<file path="config.mk">
export PLATFORM = sky130hd
export DESIGN_NAME = mext_issue
export DESIGN_NICKNAME = d
export VERILOG_FILES = /design/src/rtl/mext_issue_pkg.sv /design/src/rtl/mext_issue_decode.sv /design/src/rtl/mext_issue.sv
export SDC_FILE = /design/constraint.sdc
export NUM_CORES = 1
export LEC_CHECK = 0
export ABC_AREA = 1
export BUFFER_PORTS_ARGS = -buffer_cell sky130_fd_sc_hd__buf_4
export CORE_MARGIN = 2
export CORE_UTILIZATION = 55
export CTS_CLUSTER_DIAMETER = 150
export CTS_CLUSTER_SIZE = 16
export DETAILED_ROUTE_END_ITERATION = 10
export PLACE_DENSITY = 0.88
export SYNTH_ARGS = -nofsm -noshare
export SYNTH_HDL_FRONTEND = slang
export SYNTH_HIERARCHICAL = 1
export SYNTH_SLANG_ARGS = --single-unit
export TNS_END_PERCENT = 50
</file>
<file path="constraint.sdc">
create_clock -name clk -period 2.6 [get_ports clk]
set_clock_uncertainty 0.2 [all_clocks]
set_input_delay 0.52 -clock clk [delete_from_list [all_inputs] [get_ports clk]]
set_output_delay 0.52 -clock clk [all_outputs]
set_load 0.02 [all_outputs]
</file>
<file path="src/rtl/mext_issue_pkg.sv">
// rtl/mext_issue_pkg.sv - shared RV32M types for the execute-stage multiply/divide issue block
package mext_issue_pkg;

    // Operation classes understood by the multi-cycle mext unit
    typedef enum logic [1:0] {
        m_mul = 2'd0,
        m_div = 2'd1,
        m_rem = 2'd2
    } m_ops;

    localparam logic [2:0] F3_MUL    = 3'b000;
    localparam logic [2:0] F3_MULH   = 3'b001;
    localparam logic [2:0] F3_MULHSU = 3'b010;
    localparam logic [2:0] F3_MULHU  = 3'b011;
    localparam logic [2:0] F3_DIV    = 3'b100;
    localparam logic [2:0] F3_DIVU   = 3'b101;
    localparam logic [2:0] F3_REM    = 3'b110;
    localparam logic [2:0] F3_REMU   = 3'b111;

    typedef enum logic [1:0] {
        IDLE = 2'd0,
        BUSY = 2'd1,
        HOLD = 2'd2
    } issue_state_t;

    // One completed mext operation, kept so an identical follow-up can skip mext
    typedef struct packed {
        logic        valid;
        m_ops        op;
        logic        s1;
        logic        s2;
        logic [31:0] rs1;
        logic [31:0] rs2;
        logic [63:0] out;
    } m_reuse_t;

    // Architectural rd value from a 64-bit mext result; div/rem always use the low word
    function automatic logic [31:0] m_select(input logic [63:0] out, input logic hi);
        return hi ? out[63:32] : out[31:0];
    endfunction

endpackage

</file>
<file path="src/rtl/mext_issue_decode.sv">
// rtl/mext_issue_decode.sv - RV32M funct3 to operation, operand signedness and half select
module m_decode
    import mext_issue_pkg::*;
(
    input  logic [2:0] funct3,
    output m_ops       op,
    output logic       s1,
    output logic       s2,
    output logic       hi
);

    // Pure table lookup; also used by ID-stage hazard logic
    always_comb begin
        op = m_mul;
        s1 = 1'b1;
        s2 = 1'b1;
        hi = 1'b0;
        case (funct3)
            F3_MUL:    hi = 1'b0;
            F3_MULH:   hi = 1'b1;
            F3_MULHSU: begin s2 = 1'b0; hi = 1'b1; end
            F3_MULHU:  begin s1 = 1'b0; s2 = 1'b0; hi = 1'b1; end
            F3_DIV:    op = m_div;
            F3_DIVU:   begin op = m_div; s1 = 1'b0; s2 = 1'b0; end
            F3_REM:    op = m_rem;
            default:   begin op = m_rem; s1 = 1'b0; s2 = 1'b0; end
        endcase
    end

endmodule

</file>
<file path="src/rtl/mext_issue.sv">
// rtl/mext_issue.sv - EX-stage issue, stall and result-reuse control for the mext unit
module mext_issue
    import mext_issue_pkg::*;
#(
    parameter bit REUSE_EN = 1'b1
) (
    input  logic        clk,
    input  logic        rst,
    input  logic        valid,
    input  logic [2:0]  funct3,
    input  logic [31:0] rs1,
    input  logic [31:0] rs2,
    input  logic        advance,
    input  logic        flush,
    output m_ops        mext_mulop,
    output logic [31:0] mext_rs1,
    output logic [31:0] mext_rs2,
    output logic        mext_rs1_signed,
    output logic        mext_rs2_signed,
    output logic        mext_enable,
    input  logic [63:0] mext_out,
    input  logic        mext_pause,
    output logic [31:0] result,
    output logic        result_valid,
    output logic        stall
);

    issue_state_t state;
    m_reuse_t     entry;
    m_ops         op_q;
    logic         s1_q;
    logic         s2_q;
    logic         hi_q;
    logic [31:0]  rs1_q;
    logic [31:0]  rs2_q;
    logic [31:0]  res_q;

    m_ops dec_op;
    logic dec_s1;
    logic dec_s2;
    logic dec_hi;

    m_decode u_decode (
        .funct3 (funct3),
        .op     (dec_op),
        .s1     (dec_s1),
        .s2     (dec_s2),
        .hi     (dec_hi)
    );

    logic operands_match;
    logic exact_match;
    logic mul_low_match;
    logic hit;
    logic issue;

    // MUL's low word is the same for any signedness, so any stored product serves it
    assign operands_match = entry.valid && (rs1 == entry.rs1) && (rs2 == entry.rs2);
    assign exact_match    = (dec_op == entry.op) && (dec_s1 == entry.s1) && (dec_s2 == entry.s2);
    assign mul_low_match  = (funct3 == F3_MUL) && (entry.op == m_mul);
    assign hit   = REUSE_EN && (state == IDLE) && valid && !flush && operands_match
                   && (exact_match || mul_low_match);
    assign issue = (state == IDLE) && valid && !flush && !hit;

    // mext sees only latched values so its inputs stay stable for the whole operation
    assign mext_mulop      = op_q;
    assign mext_rs1        = rs1_q;
    assign mext_rs2        = rs2_q;
    assign mext_rs1_signed = s1_q;
    assign mext_rs2_signed = s2_q;
    assign mext_enable     = (state == BUSY) && !rst;

    assign result_valid = hit || (state == HOLD);
    assign result       = hit ? m_select(entry.out, dec_hi) : ((state == HOLD) ? res_q : 32'd0);
    assign stall        = issue || (state == BUSY);

    // Issue FSM, operand latch, result register and reuse entry
    always_ff @(posedge clk) begin
        if (rst) begin
            state <= IDLE;
            entry <= '0;
            op_q  <= m_mul;
            s1_q  <= 1'b0;
            s2_q  <= 1'b0;
            hi_q  <= 1'b0;
            rs1_q <= 32'd0;
            rs2_q <= 32'd0;
            res_q <= 32'd0;
        end else begin
            case (state)
                IDLE: begin
                    if (issue) begin
                        op_q  <= dec_op;
                        s1_q  <= dec_s1;
                        s2_q  <= dec_s2;
                        hi_q  <= dec_hi;
                        rs1_q <= rs1;
                        rs2_q <= rs2;
                        state <= BUSY;
                    end
                end
                BUSY: begin
                    if (flush) begin
                        state <= IDLE;
                    end else if (!mext_pause) begin
                        res_q       <= m_select(mext_out, hi_q);
                        entry.valid <= 1'b1;
                        entry.op    <= op_q;
                        entry.s1    <= s1_q;
                        entry.s2    <= s2_q;
                        entry.rs1   <= rs1_q;
                        entry.rs2   <= rs2_q;
                        entry.out   <= mext_out;
                        state       <= HOLD;
                    end
                end
                HOLD: begin
                    if (flush || advance) begin
                        state <= IDLE;
                    end
                end
                default: state <= IDLE;
            endcase
        end
    end

endmodule

</file>
# After elaboration in Yosys (flattened, before gate mapping)
# Cells that the tools add are included.
# totals
register_bits,236
wordCells,75
# classes
n_eq_ne,16
muxes,13
n_bitwise,2
reduce_logical,29
# op_table
op,count
32-bit two-way mux,4
32-bit equality test,2
1-bit logical AND,11
"3-bit equality test, second input constant",3
2-bit two-way mux,4
4-bit OR reduction,2
"3-bit by 2-bit equality test with 1-bit output, second input constant",2
2-bit one-hot mux with 3 select lines,1
3-bit AND reduction,2
5-bit OR reduction,1
2-bit zero test,2
1-bit logical OR,4
2-bit one-hot mux with 2 select lines,1
"3-bit by 1-bit equality test with 1-bit output, second input constant",1
1-bit zero test,3
3-bit zero test,1
1-bit two-way mux,3
"3-bit inequality test, second input constant",1
3-bit OR reduction,1
1-bit equality test,2
"2-bit by 1-bit equality test with 1-bit output, second input constant",1
2-bit equality test,1
"2-bit equality test, second input constant",1
"2-bit by 1-bit inequality test with 1-bit output, second input constant",1
4 further kinds,5

# Depth between registers and ports, before layout
# Gate-level depths: netlist of the first run.
# depth
word_depth,12
mapped_depth,17
ltp_nobuf,15

# Hierarchy
# The synthesis of the first run kept the hierarchy.
# by_module_without_submodules
module,n_inst,cells_per_inst,area_per_inst_um2
mext_issue,1,1740,11154.4
m_decode,1,12,47.5

# Worst setup path before layout of the first run
# No wires, ideal clock.
# synth_timing
path_type,input to output
startpoint,input funct3[1]
endpoint,output result_valid
t_arrival_ps,1835
required_ps,1880
path_slack_ps,45
path_stages,15
n_path_buf,2
path_cell_list,inv_1 -> nand2_2 -> nand2_1 -> inv_1 -> nand2_1 -> nand2_1 -> nor2_1 -> nand2_1 -> nand2_1 -> nand2_1 -> nor2_1 -> nand3_1 -> buf_6 -> buf_2 -> o21ai_0
# synth_via
elab_cells_between_ends,23
classes_between,9 x eq/ne; 3 x mux; 11 x reduce/logical
# synth_lines
element,line,text
from (decl),mext_issue.sv:10,"input logic [2:0] funct3,"
"3-bit equality test, or another cell as far along",mext_issue_decode.sv:18,case (funct3)
4-bit OR reduction (no line) *,-,
1-bit two-way mux *,mext_issue_decode.sv:18,
net dec_s2,mext_issue.sv:40,logic dec_s2;
1-bit equality test *,mext_issue.sv:59,assign exact_match = (dec_op == entry.op) && (dec_s1 == entry.s1) && (dec_s2 == entry.s2);
1-bit logical AND *,mext_issue.sv:59,
1-bit logical OR *,mext_issue.sv:62,&& (exact_match || mul_low_match);
1-bit logical AND *,mext_issue.sv:62,
1-bit logical OR *,mext_issue.sv:73,assign result_valid = hit || (state == HOLD);
to (decl),mext_issue.sv:24,"output logic result_valid,"
# Mark *: on every way through the listed nets, which the timed path passes. The rest lies on a longest branch.

# Worst setup path in the final report of the first run
# layout_timing
startpoint,register entry[105] in the netlist's numbering
endpoint,output result[0]
# layout_via
elab_chain_len,6
# layout_rtl
element,line,text
from (decl),mext_issue.sv:29,m_reuse_t entry;
32-bit equality test,mext_issue.sv:58,assign operands_match = entry.valid && (rs1 == entry.rs1) && (rs2 == entry.rs2);
1-bit logical AND (2 in a row),mext_issue.sv:58,
1-bit logical AND,mext_issue.sv:61,assign hit = REUSE_EN && (state == IDLE) && valid && !flush && operands_match
1-bit logical AND,mext_issue.sv:62,
32-bit two-way mux,mext_issue.sv:74,"assign result = hit ? m_select(entry.out, dec_hi) : ((state == HOLD) ? res_q : 32'd0);"
to (decl),mext_issue.sv:23,"output logic [31:0] result,"
# Every way passes these cells.

==> results of run 1 <==
critical path: cells and delay by family (launching register included):
kind                   cells  cell delay [ns]
buffers and inverters      4             0.47
flip-flops                 1             0.34
AND/OR/NAND/NOR            9             1.10
registers in the layout, summed over array words and instances, names as in the netlist, 2 cells and up:
register    count
mext_rs1       32
state           2
entry         133
res_q          32
mext_mulop      2
mext_rs2       32
routing by layer:
metal	track usage, %	wire length (um)
met1	38.0	13400
met2	52.2	16400
met3	6.61	3400
met4	12.7	1500
met5	0	0
how the worst min path moves through the flow:
stage                from         end
6_report              rst    state[0]
5_1_grt               rst    state[1]
4_1_cts               rst    state[1]
3_5_place_dp   entry[129]  entry[129]
3_3_place_gp   entry[102]  entry[102]
2_1_floorplan   entry[64]   entry[64]
area by class of cell:
type / count / area (sq um) / share of cell area (%)
sequential: 236 / 4730 / 32.5
clock inverter: 1 / 30.0 / 0.206
clock buffer: 19 / 475 / 3.26
inverter: 164 / 623 / 4.28
timing repair buffer: 335 / 2800 / 19.2
multi-input combinational: 1242 / 5570 / 38.2
tap: 270 / 338 / 2.32
cells in the final DEF (no fill, tap or decap), drive strengths merged, types with 16 or more instances in the layout:
cell	netlist	final
nor2	264	264
nand4	16	16
buf	27	334
a21oi	219	219
dfxtp	236	236
inv	163	164
nand3	78	78
clkbuf	83	20
nand2	465	465
o21ai	173	173
where the power goes:
part	switching, mW	total (mW)	internal, mW	leakage (nW)
combinational	0.680	1.21	0.529	4.99
sequential	0.112	3.86	3.75	1.92
clock	1.24	2.63	1.39	0.248
repair_timing:
item                                    in CTS  in global routing
endpoints found under the setup margin      34                 34
gates resized for setup                     44                 48
pin swaps                                    0                 21
setup buffers                                2                  1
endpoints found under the hold margin        0                  0
gates cloned                                 1                  1
per-stage QoR:
step,hold WS (ns),std cells
after floorplan,0.244,1752
after global placement,0.252,2243
after detailed placement,0.259,2243
after CTS,0.0506,2266
after global routing,0.0552,2267
final,0.0604,2267
cells by family (layout without fill, tap and decap cells):
family / after synthesis / after routing / share of synthesized area (%)
simple gates: 838 / 838 / 29.8
flops: 236 / 236 / 42.2
buf+inv: 274 / 519 / 9.59
xor+xnor: 12 / 12 / 0.938
compound gates: 392 / 392 / 17.5
==> flow_summary.json, run 1 <==
{
  "outcome": "finished, violations left",
  "violations": "negative setup slack",
  "synth.most_common_cell": "nand2_1",
  "wl_per_cell_um": 15.3,
  "dieArea_sq_um": 21500,
  "slowest_delay_ns": 0.34,
  "rr_startpoint": "entry[110]",
  "root_buffer": "clkbuf_16",
  "syn_to_final_growth_pct": 30.1,
  "core_area_sq_um": 20100,
  "drtIter0Drc": 1050,
  "num_vias": 12259,
  "r2r_cells": 11,
  "synth_edf_count": 0,
  "grt_remaining_overflow": 0,
  "synthCells": 1752,
  "setup.worst_path.class": "flop to output port",
  "min_path_type": "input port to flop",
  "yosys_warnings": 6,
  "grt_pass1_vias": 11575,
  "r2r_setup_slack_ns": 0.27,
  "cts.clk_slew.worst_paths_ns": 0.07,
  "timing.rr.end": "mext_rs2[27]",
  "htree_num_levels": 1,
  "period_minus_slack_ns": 3.13,
  "die-width_um": 147,
  "wirelength_um": 34700,
  "clk_latency_ns": 0.49,
  "drc": 0,
  "cts_tree": "built",
  "drive_gt1_share_pct": 21.6,
  "ys_types": 26,
  "rows": 52,
  "dp_worst_setup_slack_ns": -0.315,
  "antennaDiodeCount": 0,
  "path_common_cell": "nand2_2",
  "critPathSlowestCell": "dfxtp_2",
  "grt.total_usage_pct": 30.7,
  "synth-seq-area-share_pct": 42.2,
  "io_buffers": 239,
  "io_pins": 240,
  "async_flop_share_pct": 0,
  "antenna_found_initial": 0,
  "grt_first_pass_wirelength_um": 55100,
  "critPathLaunchType": "flop",
  "worstSetupStartpoint": "entry[105]",
  "p_per_area_nw_per_um2": 529,
  "cp.arrival_ns": 2.41,
  "setup_viol": 34,
  "ctsHoldBuffers": 0,
  "setup_ws_ns": -0.532,
  "die_h_um": 147,
  "fmax_mhz": 319,
  "utilization_pct": 72.5,
  "synth_area_sq_um": 11200,
  "synth_top_flop_cell": "dfxtp_1",
  "maxSlewHeadroom_pct": 55.8,
  "grt_max_degree": 81,
  "hpwl_um": 23400,
  "hold_viol": 0,
  "cap_viol_max_count": 0,
  "vias_per_cell": 5.41,
  "avgSynthCellArea_sq_um": 6.39,
  "synth_seq_cells": 236,
  "synth_top_area_share_pct": 42.2,
  "fin_crit_sh_pct": 120,
  "design_area_sq_um": 14600,
  "leakagePower_nw": 7.16,
  "synthTopCellsByCount": "nand2_1, nor2_1, dfxtp_1",
  "synth_area_leaders": "dfxtp_1, nand2_1, a21oi_1",
  "rsz0062_at_grt": "true",
  "crit_end": "result[0]",
  "synth_top_area_cell": "dfxtp_1",
  "worst_setup_path_end_kind": "output port",
  "cp_max_fo": 8,
  "worstMarginPinSlew_ns": 0.663,
  "drt-pass1-iter-count": 5,
  "finalSetupTns_ns": -15.50,
  "numCtsBuffers": 18,
  "fillers": 1529,
  "gp_congestion": 0.925,
  "slew_violations": 0,
  "path_cells": "inv_2 > nand2_2 > nand4_1 > nor3_2 > nand2_1 > nor2_2 > nand3b_1 > nor2_4 > buf_6 > clkbuf_16 > nand2_2 > nand2_2 > buf_6",
  "ant_nets": 0,
  "cts.path.max_buffers": 3,
  "ir_drop_uv": 497,
  "min_path_cells": 2,
  "final_nets": 2134,
  "place_area_sq_um": 13700,
  "syn_nets": 1889,
  "start_util_pct": 55.7,
  "critPathRequiredTime_ns": 1.88,
  "cts_sinks": 236,
  "power.total_mw": 7.71
}
No activity file was read; power rests on OpenSTA's default activity.
==> run 2, diff against run 1 <==
Settings changed: SETUP_SLACK_MARGIN from default to 0.05.
==> run 2 against run 1 <==
  * The flow still finishes with violations (negative setup slack)
  * Largest power group unchanged
  * Global-route usage grew 0.99 points
  * Sequential cell count is the same
  * Setup slack lost 0.027 ns
  * Design area grew 3.2%
  * Sequential power is essentially flat
  * Worst hold slack lost 0.016 ns
  * First-iteration DRC count shrank 0.95%
  * Power grew 1.4%
  * Non-clock buffer count grew 26
  * Routed wire length grew 4.0%
==> flow_summary.json, run 2 (synthesis gave the netlist of run 1 again) <==
{
  "fmax_mhz": 317,
  "grt_max_degree": 178,
  "grt_remaining_overflow": 0,
  "cts.path.max_buffers": 3,
  "cp_max_fo": 8,
  "antennaDiodeCount": 0,
  "timing.rr.end": "mext_rs1[1]",
  "ant_nets": 0,
  "min_path_cells": 2,
  "drc": 0,
  "slew_violations": 0,
  "cts.clk_slew.worst_paths_ns": 0.08,
  "antenna_found_initial": 0,
  "hpwl_um": 23300,
  "gp_congestion": 0.903,
  "start_util_pct": 55.7,
  "final_cell_mix": "nand2_1, buf_4, nor2_1",
  "r2r_cells": 16,
  "grt_first_pass_wirelength_um": 57100,
  "final_common_cell": "nand2_1",
  "core_area_sq_um": 20100,
  "cts_tree": "built",
  "path_cells": "inv_1 > nand2_1 > nand2_1 > nor3b_1 > nand4_1 > nor2_2 > nand3_2 > nor2_4 > buf_6 > clkbuf_16 > nand2_2 > nand2_2 > buf_6",
  "top_register": "entry",
  "worstHoldEndpoint": "state[0]",
  "min_path_type": "input port to flop",
  "critPathLaunchType": "flop",
  "rows": 52,
  "setup_viol": 34,
  "io_pins": 240,
  "num_vias": 12546,
  "root_buffer": "clkbuf_16",
  "final_nets": 2160,
  "critPathSlowestCell": "dfxtp_1",
  "path_buf_inv": 4,
  "syn_to_final_growth_pct": 34.2,
  "place_area_sq_um": 13900,
  "io_buffers": 239,
  "fin_crit_sh_pct": 122,
  "dieArea_sq_um": 21500,
  "rsz0062_at_grt": "true",
  "finalSetupTns_ns": -14.92,
  "critPathRequiredTime_ns": 1.88,
  "wirelength_um": 36100,
  "largest_register_ff_count": 133,
  "dp_worst_setup_slack_ns": -0.269,
  "min-delay-start": "rst",
  "cp_top_family": "simple AND/OR/NAND/NOR gates",
  "p_per_area_nw_per_um2": 520,
  "violations": "negative setup slack",
  "setup.worst_path.class": "flop to output port",
  "ir_drop_uv": 459,
  "clk_latency_ns": 0.49,
  "cp.arrival_ns": 2.44,
  "ctsHoldBuffers": 0,
  "vias_per_cell": 5.47,
  "leakagePower_nw": 7.45,
  "period_minus_slack_ns": 3.16,
  "drive_gt1_share_pct": 26.0,
  "maxSlewHeadroom_pct": 54.7,
  "utilization_pct": 74.8,
  "htree_num_levels": 1,
  "wl_per_cell_um": 15.7,
  "die_h_um": 147,
  "numCtsBuffers": 18,
  "grt.total_usage_pct": 31.7,
  "worstMarginPinSlew_ns": 0.680,
  "slowest_delay_ns": 0.34,
  "r2r_setup_slack_ns": 0.20,
  "setup_ws_ns": -0.559,
  "hold_viol": 0,
  "cts_sinks": 236,
  "die-width_um": 147,
  "worst_setup_path_end_kind": "output port",
  "design_area_sq_um": 15000,
  "drt-pass1-iter-count": 8,
  "drtIter0Drc": 1040,
  "rr_startpoint": "entry[107]",
  "cap_viol_max_count": 0,
  "grt_pass1_vias": 11695,
  "outcome": "finished, violations left"
}
-- run 2: repair_timing --
action	CTS	global route
resized for setup	89	86
pin swaps	18	47
gates cloned	2	1
endpoints found under the setup margin	34	69
buffers inserted	6	7
-- run 2: worst max path at each step --
stage | endpoint | depth (start not counted) | from | slack [ns]
floorplan | result_valid | 15 | funct3[1] | 0.06
global placement | result[30] | 12 | rs1[22] | -0.21
detailed placement | result[11] | 17 | funct3[2] | -0.27
CTS | result[18] | 13 | entry[121] | -0.45
global route | result[9] | 13 | entry[105] | -0.70
finish | result[9] | 13 | entry[95] | -0.56
-- run 2: layout make-up --
type	count	area, sq um
fillers	1452	5070
inverters	164	623
multi-input cells	1242	5810
flip-flops and latches	236	4750
clock inverters	1	30.0
clock buffers	19	475
well taps	270	338
repair buffers	361	3010
-- run 2: worst register-to-register path, cell delays in order, from the launching register on --
cell and delay, ns:
dfxtp_2 0.35, inv_2 0.04, nand2_2 0.07, buf_6 0.10
buf_6 0.09, nand2_4 0.04, nor2_4 0.11, nand2_1 0.07
nor2_1 0.09, nand2_1 0.07, nor2_2 0.16, nand3_4 0.13
buf_4 0.15, buf_4 0.17, buf_12 0.19, a21oi_1 0.21
nor2_1 0.06
-- run 2: metal layers --
layer	up-vias	routed length, um	part of all wire, %	global-route usage [%]
met4	0	1700	4.7	13.7
met2	667	17100	47	53.5
met5	-	0	0	0
met3	134	3510	9.7	5.93
met1	5672	13800	38	39.8
li1	6073	-	-	-
-- run 2: power by group --
group	internal [mW]	switching (mW)	total (mW)	leakage [nW]
registers	3.75	0.105	3.86	1.93
logic	0.562	0.716	1.28	5.27
clock network	1.40	1.28	2.68	0.248
total	5.71	2.10	7.81	7.45
-- run 2: through the flow --
step	hold WS [ns]	std cells	power, mW
final	0.0448	2293	7.81
after global routing	0.0419	2293	8.10
after CTS	0.0420	2288	7.78
after detailed placement	0.258	2260	5.14
after global placement	0.251	2260	5.10
after floorplan	0.244	1752	4.55
==> run 3, diff against run 2 <==
Settings changed: PLACE_DENSITY 0.88 to default, PLACE_DENSITY_LB_ADDON from default to 0.1.
==> run 3 against run 2 <==
  * Via count shrank 4.2%
  * Sequential power is essentially flat
  * Die area is the same
  * Highest routed layer unchanged
  * Largest power group unchanged
  * First-iteration DRC count shrank 33%
  * Sequential cell count is the same
  * Worst hold slack gained 0.017 ns
  * Clock power is essentially flat
  * Routed wire length shrank 7.0%
  * The run still ends with negative setup slack left
  * Cell count is the same
  * Global-route usage shrank 2.2 points
==> flow_summary.json, run 3 (synthesis gave the netlist of run 1 again) <==
{
  "outcome": "finished, violations left",
  "violations": "negative setup slack",
  "vias_per_cell": 5.24,
  "hpwl_um": 22000,
  "fmax_mhz": 328,
  "path_buf_inv": 5,
  "slew_violations": 0,
  "start_util_pct": 55.7,
  "cts_sinks": 236,
  "final_nets": 2160,
  "top_register": "entry",
  "utilization_pct": 73.6,
  "io_pins": 240,
  "clk_latency_ns": 0.49,
  "maxSlewHeadroom_pct": 53.9,
  "num_vias": 12016,
  "path_common_cell": "nand2_1",
  "io_buffers": 239,
  "final_common_cell": "nand2_1",
  "ir_drop_uv": 403,
  "min_path_type": "input port to flop",
  "period_minus_slack_ns": 3.05,
  "worstMarginPinSlew_ns": 0.692,
  "worst_setup_path_end_kind": "output port",
  "ant_nets": 0,
  "rows": 52,
  "cp_top_family": "simple AND/OR/NAND/NOR gates",
  "core_area_sq_um": 20100,
  "p_per_area_nw_per_um2": 522,
  "wirelength_um": 33600,
  "critPathRequiredTime_ns": 1.88,
  "die_h_um": 147,
  "drc": 0,
  "hold_viol": 0,
  "rsz0062_at_grt": "true",
  "cp.arrival_ns": 2.33,
  "setup_viol": 34,
  "cts.path.max_buffers": 3,
  "dieArea_sq_um": 21500,
  "r2r_setup_slack_ns": 0.37,
  "grt_pass1_vias": 11110,
  "path_cells": "inv_1 > nand2_1 > o21ai_1 > nor3b_1 > buf_4 > nand3_2 > nor2_4 > buf_6 > clkbuf_16 > nand2_1 > nand2_1 > buf_6",
  "cts.clk_slew.worst_paths_ns": 0.07,
  "finalSetupTns_ns": -14.10,
  "final_cell_mix": "nand2_1, buf_4, nor2_1",
  "fin_crit_sh_pct": 117,
  "grt_max_degree": 167,
  "cp_max_fo": 8,
  "largest_register_ff_count": 133,
  "die-width_um": 147,
  "setup.worst_path.class": "flop to output port",
  "wl_per_cell_um": 14.6,
  "grt.total_usage_pct": 29.6,
  "root_buffer": "clkbuf_16",
  "cts_tree": "built",
  "antennaDiodeCount": 0,
  "grt_first_pass_wirelength_um": 53000,
  "syn_to_final_growth_pct": 32.2,
  "grt_remaining_overflow": 0,
  "drt-pass1-iter-count": 5,
  "setup_ws_ns": -0.450,
  "numCtsBuffers": 18,
  "slowest_delay_ns": 0.34,
  "leakagePower_nw": 7.29,
  "critPathSlowestCell": "dfxtp_1",
  "drtIter0Drc": 701,
  "antenna_found_initial": 0,
  "htree_num_levels": 1,
  "ctsHoldBuffers": 0,
  "critPathLaunchType": "flop",
  "cap_viol_max_count": 0,
  "drive_gt1_share_pct": 22.8,
  "gp_congestion": 0.917
}
==> run 3: path summary, 6_finish.rpt <==
check	from	to	cells past startpoint
min reg2reg	entry[88]	entry[88]	2
min	rst	state[0]	2
max	entry[96]	result[8]	12
max reg2reg	state[0]	mext_rs1[31]	14
==> run 3: worst reg2reg max path, stage by stage (launching register included) <==
cell and delay, ns:
dfxtp_2 0.34, inv_2 0.06, nand3_2 0.09, nor2_4 0.15, buf_4 0.14, nand3_1 0.08, nor2_1 0.12, nand2_1 0.09
nor2_2 0.13, nand3_4 0.11, buf_4 0.18, buf_12 0.19, nand3_1 0.11, nand2_1 0.07, nor2_1 0.12
==> run 3: through the flow <==
| step | instances | total power, mW | hold slack [ns] | setup slack [ns] | instance area, sq um |
|---|---|---|---|---|---|
| floorplan | 1752 | 4.55 | 0.244 | 0.0575 | 11200 |
| global placement | 2268 | 5.12 | 0.251 | -0.236 | 13900 |
| detailed placement | 2268 | 5.14 | 0.258 | -0.284 | 13900 |
| CTS | 2291 | 7.76 | 0.0471 | -0.421 | 14600 |
| global route | 2293 | 8.05 | 0.0512 | -0.608 | 14800 |
| finish | 2293 | 7.73 | 0.0614 | -0.450 | 14800 |
==> run 3: power by group <==
group | internal [mW] | switching (mW) | total, mW
Combinational | 0.549 | 0.683 | 1.23
Clock | 1.40 | 1.26 | 2.65
Sequential | 3.75 | 0.0961 | 3.85
Total | 5.70 | 2.03 | 7.73
==> run 3: repair_timing <==
action                                  CTS  global route
endpoints found under the setup margin   34            34
buffers inserted                          2             0
cloned                                    1             2
pin swaps                                 0            14
gates resized for setup                  54            41
==> run 3: per-layer routing <==
metal | part of all wire (%) | track usage (%)
met1 | 41 | 37.3
met3 | 7.3 | 5.75
met4 | 4.4 | 14.0
met2 | 47 | 48.9
met5 | 0 | 0
==> run 3: area by class of cell <==
type / count / area, sq um
multi-input cells: 1242 / 5580
fillers: 1654 / 5300
flip-flops and latches: 236 / 4740
repair buffers: 361 / 3020
inverters: 164 / 623
clock buffers: 19 / 475
well taps: 270 / 338
clock inverters: 1 / 30.0
